### src/rtl/mult_accum_sat_if.sv
// ============================================================================
// Module      : mult_accum_sat_if
// Description : Product-in / frame-result-out handshake bundle for
//               mult_accum_sat.
// Revision    : 1.0 - initial release
// ============================================================================
`default_nettype none

interface mult_accum_sat_if #(
  parameter int IN_WIDTH  = 11,
  parameter int OUT_WIDTH = 12
);
  logic                 in_valid;
  logic                 in_ready;
  logic [IN_WIDTH-1:0]  in_data;
  logic                 flush;
  logic                 out_valid;
  logic                 out_ready;
  logic [OUT_WIDTH-1:0] out_data;
  logic                 out_sat;

  modport master (
    output in_valid, in_data, flush, out_ready,
    input  in_ready, out_valid, out_data, out_sat
  );

  modport slave (
    input  in_valid, in_data, flush, out_ready,
    output in_ready, out_valid, out_data, out_sat
  );
endinterface

`default_nettype wire

### src/rtl/mult_accum_sat.sv
// ============================================================================
// Module      : mult_accum_sat
// Description : Sums NUM_TERMS signed products per frame and emits one
//               saturated result per frame over a valid/ready handshake.
// Revision    : 1.0 - initial release
// ============================================================================
`default_nettype none

module mult_accum_sat #(
  parameter int IN_WIDTH  = 11,
  parameter int NUM_TERMS = 4,
  parameter int OUT_WIDTH = 12
) (
  input  wire logic        clk,
  input  wire logic        rst_n,
  mult_accum_sat_if.slave  bus
);

  localparam int ACC_WIDTH = (NUM_TERMS == 1) ? IN_WIDTH : IN_WIDTH + $clog2(NUM_TERMS);
  localparam int CNT_W     = (NUM_TERMS > 1) ? $clog2(NUM_TERMS) : 1;
  localparam logic [CNT_W-1:0] c_last = CNT_W'(NUM_TERMS - 1);

  typedef enum logic [0:0] {
    ST_ACCUM = 1'b0,
    ST_HOLD  = 1'b1
  } state_t;

  state_t                       r_state,     w_state_nxt;
  logic signed [ACC_WIDTH-1:0]  r_acc,       w_acc_nxt;
  logic        [CNT_W-1:0]      r_cnt,       w_cnt_nxt;
  logic                         r_in_ready,  w_in_ready_nxt;
  logic                         r_out_valid, w_out_valid_nxt;
  logic        [OUT_WIDTH-1:0]  r_out_data,  w_out_data_nxt;
  logic                         r_out_sat,   w_out_sat_nxt;

  logic signed [ACC_WIDTH-1:0]  w_in_ext;
  logic signed [ACC_WIDTH-1:0]  w_sum;
  logic        [OUT_WIDTH-1:0]  w_sat_data;
  logic                         w_sat_flag;
  logic                         w_accept;

  // The accumulator is sized for NUM_TERMS full-scale products, so this add
  // can never wrap.
  assign w_in_ext = ACC_WIDTH'($signed(bus.in_data));
  assign w_sum    = r_acc + w_in_ext;
  assign w_accept = bus.in_valid && r_in_ready;

  generate
    if (OUT_WIDTH >= ACC_WIDTH) begin : g_sat_ext
      assign w_sat_data = OUT_WIDTH'(w_sum);
      assign w_sat_flag = 1'b0;
    end else begin : g_sat_clip
      localparam logic signed [ACC_WIDTH-1:0] c_max =
        {{(ACC_WIDTH-OUT_WIDTH+1){1'b0}}, {(OUT_WIDTH-1){1'b1}}};
      localparam logic signed [ACC_WIDTH-1:0] c_min =
        {{(ACC_WIDTH-OUT_WIDTH+1){1'b1}}, {(OUT_WIDTH-1){1'b0}}};

      always_comb begin
        w_sat_data = w_sum[OUT_WIDTH-1:0];
        w_sat_flag = 1'b0;
        if (w_sum > c_max) begin
          w_sat_data = {1'b0, {(OUT_WIDTH-1){1'b1}}};
          w_sat_flag = 1'b1;
        end else if (w_sum < c_min) begin
          w_sat_data = {1'b1, {(OUT_WIDTH-1){1'b0}}};
          w_sat_flag = 1'b1;
        end
      end
    end
  endgenerate

  always_comb begin
    w_state_nxt     = r_state;
    w_acc_nxt       = r_acc;
    w_cnt_nxt       = r_cnt;
    w_in_ready_nxt  = r_in_ready;
    w_out_valid_nxt = r_out_valid;
    w_out_data_nxt  = r_out_data;
    w_out_sat_nxt   = r_out_sat;

    case (r_state)
      ST_ACCUM: begin
        // Ready is low only on the first cycle out of reset.
        w_in_ready_nxt = 1'b1;
        if (bus.flush) begin
          w_acc_nxt = '0;
          w_cnt_nxt = '0;
        end else if (w_accept) begin
          if (r_cnt == c_last) begin
            w_out_data_nxt  = w_sat_data;
            w_out_sat_nxt   = w_sat_flag;
            w_out_valid_nxt = 1'b1;
            w_acc_nxt       = '0;
            w_cnt_nxt       = '0;
            w_in_ready_nxt  = 1'b0;
            w_state_nxt     = ST_HOLD;
          end else begin
            w_acc_nxt = w_sum;
            w_cnt_nxt = r_cnt + CNT_W'(1);
          end
        end
      end

      ST_HOLD: begin
        // Result and flags stay put; only the handshake bits change on release.
        if (bus.out_ready) begin
          w_out_valid_nxt = 1'b0;
          w_in_ready_nxt  = 1'b1;
          w_state_nxt     = ST_ACCUM;
        end
      end

      default: begin
        w_state_nxt = ST_ACCUM;
      end
    endcase
  end

  always_ff @(posedge clk or negedge rst_n) begin
    if (!rst_n) begin
      r_state     <= ST_ACCUM;
      r_acc       <= '0;
      r_cnt       <= '0;
      r_in_ready  <= 1'b0;
      r_out_valid <= 1'b0;
      r_out_data  <= '0;
      r_out_sat   <= 1'b0;
    end else begin
      r_state     <= w_state_nxt;
      r_acc       <= w_acc_nxt;
      r_cnt       <= w_cnt_nxt;
      r_in_ready  <= w_in_ready_nxt;
      r_out_valid <= w_out_valid_nxt;
      r_out_data  <= w_out_data_nxt;
      r_out_sat   <= w_out_sat_nxt;
    end
  end

  assign bus.in_ready  = r_in_ready;
  assign bus.out_valid = r_out_valid;
  assign bus.out_data  = r_out_data;
  assign bus.out_sat   = r_out_sat;

endmodule

`default_nettype wire

### src/flat_wrapper.sv
// flat-port wrapper written by rule: the top's interface ports become plain ports
module mult_accum_sat_flat 
#(
  parameter int IN_WIDTH  = 11,
  parameter int NUM_TERMS = 4,
  parameter int OUT_WIDTH = 12
)
  (clk, rst_n, bus_in_valid, bus_in_data, bus_flush, bus_out_ready, bus_in_ready, bus_out_valid, bus_out_data, bus_out_sat);
  mult_accum_sat_if #(.IN_WIDTH(IN_WIDTH), .OUT_WIDTH(OUT_WIDTH)) bus_i ();
  input  wire logic clk;
  input  wire logic rst_n;
  input wire logic [$bits(bus_i.in_valid)-1:0] bus_in_valid;
  input wire logic [$bits(bus_i.in_data)-1:0] bus_in_data;
  input wire logic [$bits(bus_i.flush)-1:0] bus_flush;
  input wire logic [$bits(bus_i.out_ready)-1:0] bus_out_ready;
  output wire logic [$bits(bus_i.in_ready)-1:0] bus_in_ready;
  output wire logic [$bits(bus_i.out_valid)-1:0] bus_out_valid;
  output wire logic [$bits(bus_i.out_data)-1:0] bus_out_data;
  output wire logic [$bits(bus_i.out_sat)-1:0] bus_out_sat;
  assign bus_i.in_valid = bus_in_valid;
  assign bus_i.in_data = bus_in_data;
  assign bus_i.flush = bus_flush;
  assign bus_i.out_ready = bus_out_ready;
  assign bus_in_ready = bus_i.in_ready;
  assign bus_out_valid = bus_i.out_valid;
  assign bus_out_data = bus_i.out_data;
  assign bus_out_sat = bus_i.out_sat;
  mult_accum_sat #(.IN_WIDTH(IN_WIDTH), .NUM_TERMS(NUM_TERMS), .OUT_WIDTH(OUT_WIDTH)) u_core (.clk(clk), .rst_n(rst_n), .bus(bus_i));
endmodule
### config.mk
export PLATFORM = sky130hd
export DESIGN_NAME = mult_accum_sat_flat
export DESIGN_NICKNAME = d
export VERILOG_FILES = /design/src/rtl/mult_accum_sat_if.sv /design/src/rtl/mult_accum_sat.sv /design/src/flat_wrapper.sv
export SDC_FILE = /design/constraint.sdc
export NUM_CORES = 1
export LEC_CHECK = 0
export ABC_AREA = 1
export CAP_MARGIN = 20
export CORE_ASPECT_RATIO = 1.25
export CORE_MARGIN = 2
export CORE_UTILIZATION = 49
export DETAILED_ROUTE_END_ITERATION = 10
export GPL_TIMING_DRIVEN = 0
export MAX_ROUTING_LAYER = met4
export PLACE_DENSITY = 0.76
export SLEW_MARGIN = 20
export SYNTH_ARGS = -nofsm -noshare
export SYNTH_HDL_FRONTEND = slang
export SYNTH_SLANG_ARGS = --single-unit
### constraint.sdc
create_clock -name clk -period 1.9 [get_ports clk]
set_input_delay 0.19 -clock clk [delete_from_list [all_inputs] [get_ports clk]]
set_output_delay 0.19 -clock clk [all_outputs]
set_load 0.05 [all_outputs]
# After elaboration in Yosys (flattened, before gate mapping)
# Index checks and enable logic that the tools add are counted.
# op_classes
addsub	2
order_cmp	2
eq_ne	5
n_mux	25
bitwise_logic	2
n_reduce_logical	5
# op_table
cell	n
13-bit two-way mux	3
12-bit two-way mux	2
1-bit two-way mux	14
13-bit by 11-bit adder with 13-bit output	1
13-bit by 12-bit > comparator with 1-bit output, second input constant	1
13-bit by 12-bit < comparator with 1-bit output, second input constant	1
4-bit AND reduction	2
2-bit two-way mux	3
1-bit one-hot mux with 2 select lines	3
2-bit by 1-bit inequality test with 1-bit output, second input constant	2
2-bit inequality test, second input constant	2
2-bit by 1-bit adder with 2-bit output, second input constant	1
2-bit equality test, second input constant	1
1-bit inverter	2
2-bit AND reduction	1
2-bit nonzero test	1
1-bit logical AND	1
# word_totals
reg_bits	31
inputBits	16
output_inout_bits	15
wordCells	48

# Depth between registers and ports, before layout
# Gate-level depths: netlist (run 1).
# logic_depth
word_depth	5
mapped_depth	15
depth_no_buf	15

# Least setup slack after synthesis (run 1)
# OpenSTA, ideal clock, no wires.
# synth_timing
path_kind	register -> register
start	register u_core.r_acc[0]
end	register u_core.r_out_data[2] (netlist: u_core.bus.out_data[2])
setup_ns	0.118
arrival_ns	1.831
required_time_ns	1.782
path_slack_ns	-0.049
stages_incl_launch_ff	16
n_path_buf	1
synth_period_minus_slack_ns	1.949
cell_sequence	dfrtp_1 -> ha_1 -> inv_1 -> fa_1 -> nand3b_1 -> nand2_1 -> nand2_1 -> nand3_1 -> nand2_2 -> nand2_4 -> inv_4 -> nand2_4 -> buf_12 -> nand2_2 -> nand2_1 -> nand2_1
# synth_between
elab_chain_len	4
word_cells_on_any_way	5
classes_between	add/sub (1); order compare (2); mux (2)
# synth_rtl
item	line_no	source
start, declared	mult_accum_sat.sv:29	logic signed [ACC_WIDTH-1:0] r_acc, w_acc_nxt;
start signal, assigned	mult_accum_sat.sv:130	r_acc <= w_acc_nxt;
13-bit by 11-bit adder with 13-bit output (*)	mult_accum_sat.sv:45	assign w_sum = r_acc + w_in_ext;
13-bit by 12-bit < comparator with 1-bit output	mult_accum_sat.sv:64	end else if (w_sum < c_min) begin
12-bit two-way mux	mult_accum_sat.sv:64	
12-bit two-way mux (*)	mult_accum_sat.sv:61	if (w_sum > c_max) begin
end signal, assigned	mult_accum_sat.sv:134	r_out_data <= w_out_data_nxt;
end, declared	mult_accum_sat.sv:33	logic [OUT_WIDTH-1:0] r_out_data, w_out_data_nxt;
# Mark *: on every way between the ends. The rest lies on a longest branch, timed or not.
# A chain may end at the register's enable or synchronous reset.

# Final worst setup path (run 1)
# layout_timing
start	register u_core.r_acc[0]
end	register u_core.r_out_sat (netlist: u_core.bus.out_sat)
# layout_between
elab_chain_len	4
word_cells_on_any_way	5
classes_between	add/sub (1); order compare (2); mux (2)
# layout_rtl
item	line_no	source
13-bit by 11-bit adder with 13-bit output (*)	mult_accum_sat.sv:45	
13-bit by 12-bit < comparator with 1-bit output	mult_accum_sat.sv:64	
1-bit two-way mux	mult_accum_sat.sv:64	
1-bit two-way mux (*)	mult_accum_sat.sv:61	
end signal, assigned	mult_accum_sat.sv:135	r_out_sat <= w_out_sat_nxt;
end, declared	mult_accum_sat.sv:34	logic r_out_sat, w_out_sat_nxt;
# Marks and branches as above.

==> metrics.csv, run 1 <==
stage,metric,value,unit
timing,Fmax,0.494,GHz
global_route,pin count of the biggest net entering global routing,32,
layout,Final Cell Area,0.00262,mm²
clocking,Max H-tree Level,2,
timing,Worst-Margin Slew,0.686,ns
global_route,gr busiest metal,met2,
critical_path,worst path arrival time,2.20,ns
timing,Hold Slack,0.476,ns
floorplanning,Die X,61.7,µm
layout,layout cell share with drive strength beyond 1,0.194,
global_route,met2 usage,0.359,
routing,Routed Antenna Nets,0,
timing,Final Slew Violations,0,
clocking,Root Buffer,clkbuf_8,
status,outcome,"complete, but fails checks",
timing,"Min Clock Period, post-route",2.02,ns
logic_synthesis,sequential area share after synthesis,0.380,
global_route,Tot GR Track Use,0.221,
routing,Starting DRT DRC Count,49,
layout,storage element area,776,µm²
clocking,# clock sinks,31,
layout,Filler cells,386,
global_route,first-pass GRT wire length,7510,µm
floorplanning,Initial Util,0.506,
critical_path,crit-path leading delay family,simple AND/OR/NAND/NOR gates,
critical_path,CP max stage delay,0.35,ns
layout,multi-input logic area,0.00111,mm²
floorplanning,Core Box Area,0.00403,mm²
power,leakage,1.40,nW
logic_synthesis,mapped cell area,0.00204,mm²
logic_synthesis,Synth Net Count,302,
timing,final setup fails,13,
critical_path,Critical Path Most Common Cell,nand2_2,
clocking,Max Buffers Root-to-Sink,2,
run,maxcap violations,0,
logic_synthesis,YS warnings,0,
worst_hold_path,Worst Hold Class,in -> async,
floorplanning,DIE AREA,0.00470,mm²
logic_synthesis,most frequent cell after synthesis,nand2_1,
routing,Total Wirelength,4540,µm
timing,RSZ-0062 raised after global routing,true,
critical_path,CP cell instances,"ha_2, inv_2, fa_2, nand3b_1, nand2_2, nand2_2, nand3_2, nand2_2, nand2_4, inv_4, nand2_8, buf_12, nand2_2, nand2_1, nand2_1",
logic_synthesis,"FFs w/ async S/R, synth",1.00,
place,post-place instance area,0.00241,mm²
logic_synthesis,Mapped Cells,272,
global_route,Global Route met1 Usage,0.266,
routing,wire length per cell,12.2,µm
floorplanning,Ports,31,
floorplanning,Die Ht,76.1,µm
clocking,CTS Buf Count,5,
clocking,latest clock arrival within the worst-skew pair,0.28,ns
critical_path,CP max stage cell,dfrtp_1,
timing,Slew HR,0.543,
global_route,M3 GR Usage,0.0407,
global_route,initial antenna violation count,0,
global_route,vias in the first global route,1718,
layout,area grow syn2layout,28.7,%
power,Max IR drop VDD,616,µV
critical_path,WP buf/inv,3,
status,failing checks,setup timing,
routing,Vias,1783,
logic_synthesis,main area contributors after synthesis,"dfrtp_1, nand2_1, ha_1",
critical_path,worst-path fanout max,5,
power,pwr/cell area,1140,mW/mm²
layout,n_diodes,0,
clocking,"Reg clk slew, reported paths",0.06,ns
logic_synthesis,share of the synthesized area in the top cell type,0.380,
routing,drt drc,0,
critical_path,Critical Path End Type,flop,
logic_synthesis,"Top FF cell, synth",dfrtp_1,
timing,Hold Fails Final Rpt,0,
timing,Worst Slack Setup Final,-0.122,ns
clocking,CTS tree,done,
logic_synthesis,Mean Syn Cell Area,7.50,µm²
place,GPL Wtd Cong,0.795,
critical_path,startpoint types,flop,
logic_synthesis,cell taking the most area after synthesis,dfrtp_1,
logic_synthesis,top post-synthesis cells by count,"nand2_1, inv_1, dfrtp_1",
critical_path,critical path required time,2.08,ns
layout,number of nets in the layout,344,
timing,period utilization,1.06,
place,Post-DP HPWL,3250,µm
floorplanning,Core Rows,26,
logic_synthesis,#FFs+latches synth,31,
logic_synthesis,Synth cell types,29,
global_route,gr ovfl total,0,
routing,drt pass-1 iters,4,
place,port buffer count,30,
logic_synthesis,number of synthesized flops with an enable pin,0,
critical_path,kind of critical path,reg -> reg,
timing,final worst clock skew,0.00174,ns
routing,via density per instance,4.81,
## area by class of cell
cell class | instances | area share
inverter | 46 | 0.0672
sequential | 31 | 0.296
tap | 56 | 0.0267
clock inverter | 1 | 0.00286
multi-input combinational | 192 | 0.424
buffer | 3 | 0.0105
clock buffer | 7 | 0.0367
timing repair buffer | 35 | 0.136
## worst reg2reg max path, cell delays in order, from the launching register on
cell and delay [ns]:
dfrtp_1 0.35, ha_2 0.18, inv_2 0.04, fa_2 0.33
nand3b_1 0.18, nand2_2 0.11, nand2_2 0.08, nand3_2 0.06
nand2_2 0.06, nand2_4 0.11, inv_4 0.06, nand2_8 0.08
buf_12 0.12, nand2_2 0.04, nand2_1 0.06, nand2_1 0.06
## stage by stage
stage	std cells	TNS, ns	worst slack (ns)	utilization	power [mW]
finish	371	-1.26	-0.122	0.650	2.98
global route	371	-2.85	-0.230	0.650	3.18
CTS	370	-1.24	-0.115	0.640	2.96
detailed placement	358	-6.67	-0.463	0.597	2.29
global placement	358	-6.23	-0.442	0.599	2.28
floorplan	272	0	0.0256	-	1.90
## timing repair
| item | in CTS | in global routing |
|---|---|---|
| endpoints found under the setup margin | 12 | 17 |
| gates cloned | 1 | 0 |
| hold buffers | 1 | 0 |
| hold endpoints to repair | 31 | 0 |
| gates resized for setup | 8 | 10 |
| setup buffers | 2 | 1 |
| pin swaps | 4 | 1 |
## registers in the layout (all words and copies together), names as in the netlist
| register | count |
|---|---|
| u_core.bus.in_ready | 1 |
| u_core.r_state | 1 |
| u_core.r_cnt | 2 |
| u_core.bus.out_sat | 1 |
| u_core.bus.out_valid | 1 |
| u_core.bus.out_data | 12 |
| u_core.r_acc | 13 |
## final timing paths
check                                     startpoint                    to  slack [ns]  depth (start not counted)
worst max-delay path                 u_core.r_acc[0]    u_core.bus.out_sat       -0.12                         15
worst min-delay path                           rst_n       u_core.r_acc[3]        0.48                          2
worst max register to register       u_core.r_acc[0]    u_core.bus.out_sat       -0.12                         15
worst min register to register  u_core.bus.out_valid  u_core.bus.out_valid        0.48                          2
max in group asynchronous                      rst_n       u_core.r_acc[8]        0.98                          2
min in group clk                      bus_in_data[0]       u_core.r_acc[0]        0.48                          4
## layout by cell type, fill, tap and decap left out, types with 2 or more instances in the layout
cell	instances
clkinv_1	2
dfrtp_1	31
buf_4	2
nor2_2	3
xnor2_1	3
clkdlybuf4s50_1	28
o21ai_0	8
a21oi_1	8
inv_2	5
nand2_1	94
clkbuf_1	2
clkbuf_8	7
o22ai_1	5
o21ai_1	2
a21oi_2	2
nand3_2	2
nand2_4	3
ha_1	12
nor2_1	7
xor2_1	4
nand2_2	24
inv_1	37
nand3_1	5
## kinds of logic (layout without fill, tap and decap cells)
kind of cell | count (synthesis) | count (layout) | synth area share
flops | 31 | 31 | 0.380
buf+inv | 49 | 92 | 0.100
xor+xnor | 8 | 8 | 0.0344
compound gates | 25 | 25 | 0.0663
fa+ha+maj | 14 | 14 | 0.0896
mux | 1 | 1 | 0.00491
simple gates | 144 | 144 | 0.325
## layer usage
metal,routed length (µm),part of all wire
met1,2040,0.45
met2,2310,0.51
met3,118,0.026
met4,73,0.016
met5,0,0
## power breakdown
part	switching [mW]	total, mW	internal (mW)
clock	0.251	0.580	0.329
combinational	0.954	1.52	0.570
sequential	0.0784	0.875	0.796
No activity file was read; power rests on OpenSTA's default activity.
==> run 2: changes to the inputs <==
--- a/config.mk
+++ b/config.mk
@@ -6,12 +6,12 @@
 export NUM_CORES = 1
 export LEC_CHECK = 0
 export ABC_AREA = 1
-export CAP_MARGIN = 20
 export CORE_ASPECT_RATIO = 1.25
 export CORE_MARGIN = 2
 export CORE_UTILIZATION = 49
 export DETAILED_ROUTE_END_ITERATION = 10
 export GPL_TIMING_DRIVEN = 0
+export HOLD_SLACK_MARGIN = 0.06
 export MAX_ROUTING_LAYER = met4
 export PLACE_DENSITY = 0.76
 export SLEW_MARGIN = 20
==> results of run 2 <==
No change in the layout: final DEF, timing and power equal those of run 1.
==> run 3: changes to the inputs <==
==> constraint.sdc (replaced) <==
create_clock -name clk -period 1.7 [get_ports clk]
set_input_delay 0.17 -clock clk [delete_from_list [all_inputs] [get_ports clk]]
set_output_delay 0.17 -clock clk [all_outputs]
set_load 0.05 [all_outputs]
==> metrics.csv, run 3 (synthesis results as in run 1) <==
stage,metric,value,unit,change
status,outcome,"complete, but fails checks",,unchanged
status,failing checks,setup timing,,unchanged
timing,final setup fails,19,,was 13
layout,Biggest register,u_core.r_acc,,unchanged
layout,most frequent cells in the layout,"nand2_1, inv_1, dfrtp_1, clkdlybuf4s50_1, nand2_2",,unchanged
place,port buffer count,30,,unchanged
critical_path,Critical Path End Type,flop,,unchanged
global_route,gr ovfl total,0,,unchanged
timing,final worst clock skew,0.0106,ns,was 0.00174 ns
place,GPL Wtd Cong,0.853,,was 0.795
floorplanning,DIE AREA,0.00470,mm²,unchanged
critical_path,kind of critical path,reg -> reg,,unchanged
timing,Hold Fails Final Rpt,0,,unchanged
timing,Worst Slack Setup Final,-0.351,ns,was -0.122 ns
global_route,gr busiest metal,met2,,unchanged
floorplanning,Core Box Area,0.00403,mm²,unchanged
layout,n_diodes,0,,unchanged
layout,Largest register FFs,13,,unchanged
clocking,Max Buffers Root-to-Sink,2,,unchanged
timing,"Min Clock Period, post-route",2.05,ns,was 2.02 ns
worst_hold_path,Worst Hold Class,in -> async,,unchanged
critical_path,startpoint types,flop,,unchanged
global_route,vias in the first global route,1788,,was 1718
routing,Routed Antenna Nets,0,,unchanged
routing,drt pass-1 iters,4,,unchanged
layout,final core utilization,0.696,,was 0.650
critical_path,path depth of the worst reg2reg path,15,,unchanged
timing,Final Slew Violations,0,,unchanged
critical_path,worst-path fanout max,5,,unchanged
global_route,initial antenna violation count,0,,unchanged
routing,Starting DRT DRC Count,46,,was 49
power,pwr/cell area,1250,mW/mm²,was 1140 mW/mm²
critical_path,worst path arrival time,2.24,ns,was 2.20 ns
layout,Filler cells,334,,was 386
timing,period utilization,1.21,,was 1.06
power,leakage,1.48,nW,was 1.40 nW
clocking,# clock sinks,31,,unchanged
timing,Hold Slack,0.452,ns,was 0.476 ns
layout,number of nets in the layout,353,,was 344
routing,wire length per cell,12.6,µm,was 12.2 µm
clocking,"Reg clk slew, reported paths",0.08,ns,was 0.06 ns
global_route,first-pass GRT wire length,7870,µm,was 7510 µm
floorplanning,Initial Util,0.506,,unchanged
timing,Fmax,0.488,GHz,was 0.494 GHz
global_route,Global Route met1 Usage,0.286,,was 0.266
place,Post-DP HPWL,3300,µm,was 3250 µm
power,Max IR drop VDD,802,µV,was 616 µV
clocking,latest clock arrival within the worst-skew pair,0.30,ns,was 0.28 ns
global_route,pin count of the biggest net entering global routing,32,,unchanged
clocking,CTS tree,done,,unchanged
layout,layout cell share with drive strength beyond 1,0.287,,was 0.194
clocking,Max H-tree Level,2,,unchanged
routing,Vias,1849,,was 1783
critical_path,critical path required time,1.89,ns,was 2.08 ns
routing,drt drc,0,,unchanged
floorplanning,Die X,61.7,µm,unchanged
global_route,Tot GR Track Use,0.231,,was 0.221
timing,RSZ-0062 raised after global routing,true,,unchanged
timing,Slew HR,0.539,,was 0.543
routing,Total Wirelength,4800,µm,was 4540 µm
layout,"commonest non-fill, non-tap cell in the layout",nand2_1,,unchanged
floorplanning,Die Ht,76.1,µm,unchanged
floorplanning,Core Rows,26,,unchanged
global_route,met2 usage,0.368,,was 0.359
layout,area grow syn2layout,37.6,%,was 28.7%
layout,Finished Layout Cells,380,,was 371
place,Placed Cells,358,,unchanged
clocking,CTS Buf Count,5,,unchanged
routing,via density per instance,4.87,,was 4.81
floorplanning,Ports,31,,unchanged
clocking,Root Buffer,clkbuf_8,,unchanged
global_route,M3 GR Usage,0.0407,,unchanged
timing,Worst-Margin Slew,0.692,ns,was 0.686 ns
run,maxcap violations,0,,unchanged
-- run 3: cell count changes in the layout (fill, tap and decap cells not counted), sizes merged --
cell / delta
dlygate4sd2: -1
clkdlybuf4s50: +1
buf: +9
-- run 3: path summary, 6_finish.rpt --
check / slack (ns) / end / startpoint
setup reg to reg: -0.35 / u_core.bus.out_data[5] / u_core.r_acc[0]
max in group asynchronous: 0.79 / u_core.bus.out_sat / rst_n
hold / removal: 0.45 / u_core.r_acc[10] / rst_n
min in group clk: 0.48 / u_core.bus.out_data[0] / u_core.bus.out_data[0]
setup / recovery: -0.35 / u_core.bus.out_data[5] / u_core.r_acc[0]
hold reg to reg: 0.48 / u_core.bus.out_data[0] / u_core.bus.out_data[0]
-- run 3: routing by layer --
layer  part of all wire  up-vias
met4              0.019        0
met2               0.52       30
met1               0.43      870
li1                   -      940
met5                  0        -
met3              0.030        9
-- run 3: critical path, stage by stage (launching register included) --
cell,delay (ns)
dfrtp_1,0.36
ha_2,0.19
inv_2,0.04
fa_2,0.33
nand3b_1,0.18
nand2_2,0.10
nand2_2,0.07
nand3_2,0.06
nand2_2,0.06
nand2_4,0.12
inv_4,0.06
nand2_8,0.09
buf_12,0.12
nand2_2,0.05
nand2_1,0.06
nand2_1,0.06
-- run 3: through the flow --
stage | worst slack (ns) | setup TNS [ns] | cell area (µm²) | total power [mW]
2_1_floorplan | -0.174 | -1.95 | 2040 | 2.13
3_3_place_gp | -0.625 | -15.78 | 2410 | 2.54
3_5_place_dp | -0.657 | -11.83 | 2410 | 2.56
4_1_cts | -0.315 | -4.23 | 2660 | 3.37
5_1_grt | -0.468 | -7.60 | 2810 | 3.71
6_report | -0.351 | -4.85 | 2810 | 3.51
-- run 3: power by group --
part           total (mW)  internal, mW  switching (mW)
Clock               0.676         0.368           0.307
Sequential          0.980         0.890          0.0907
Combinational        1.86         0.719            1.14
-- run 3: what timing repair did --
action,in CTS,in global routing
gates cloned,1,0
hold buffers,1,0
endpoints found under the hold margin,31,0
endpoints found under the setup margin,18,28
resized for setup,16,34
setup buffers,8,4
pin swaps,5,8
-- run 3: final cells by class --
| cell class | instances | area, µm² | share of cell area |
|---|---|---|---|
| Clock buffer | 7 | 96.3 | 0.0343 |
| Multi-Input combinational cell | 192 | 1220 | 0.436 |
| Timing Repair Buffer | 44 | 427 | 0.152 |
| Clock inverter | 1 | 7.51 | 0.00267 |
| Inverter | 46 | 176 | 0.0629 |
| Buffer | 3 | 30.0 | 0.0107 |
| Tap cell | 56 | 70.1 | 0.0250 |
| Sequential cell | 31 | 776 | 0.276 |
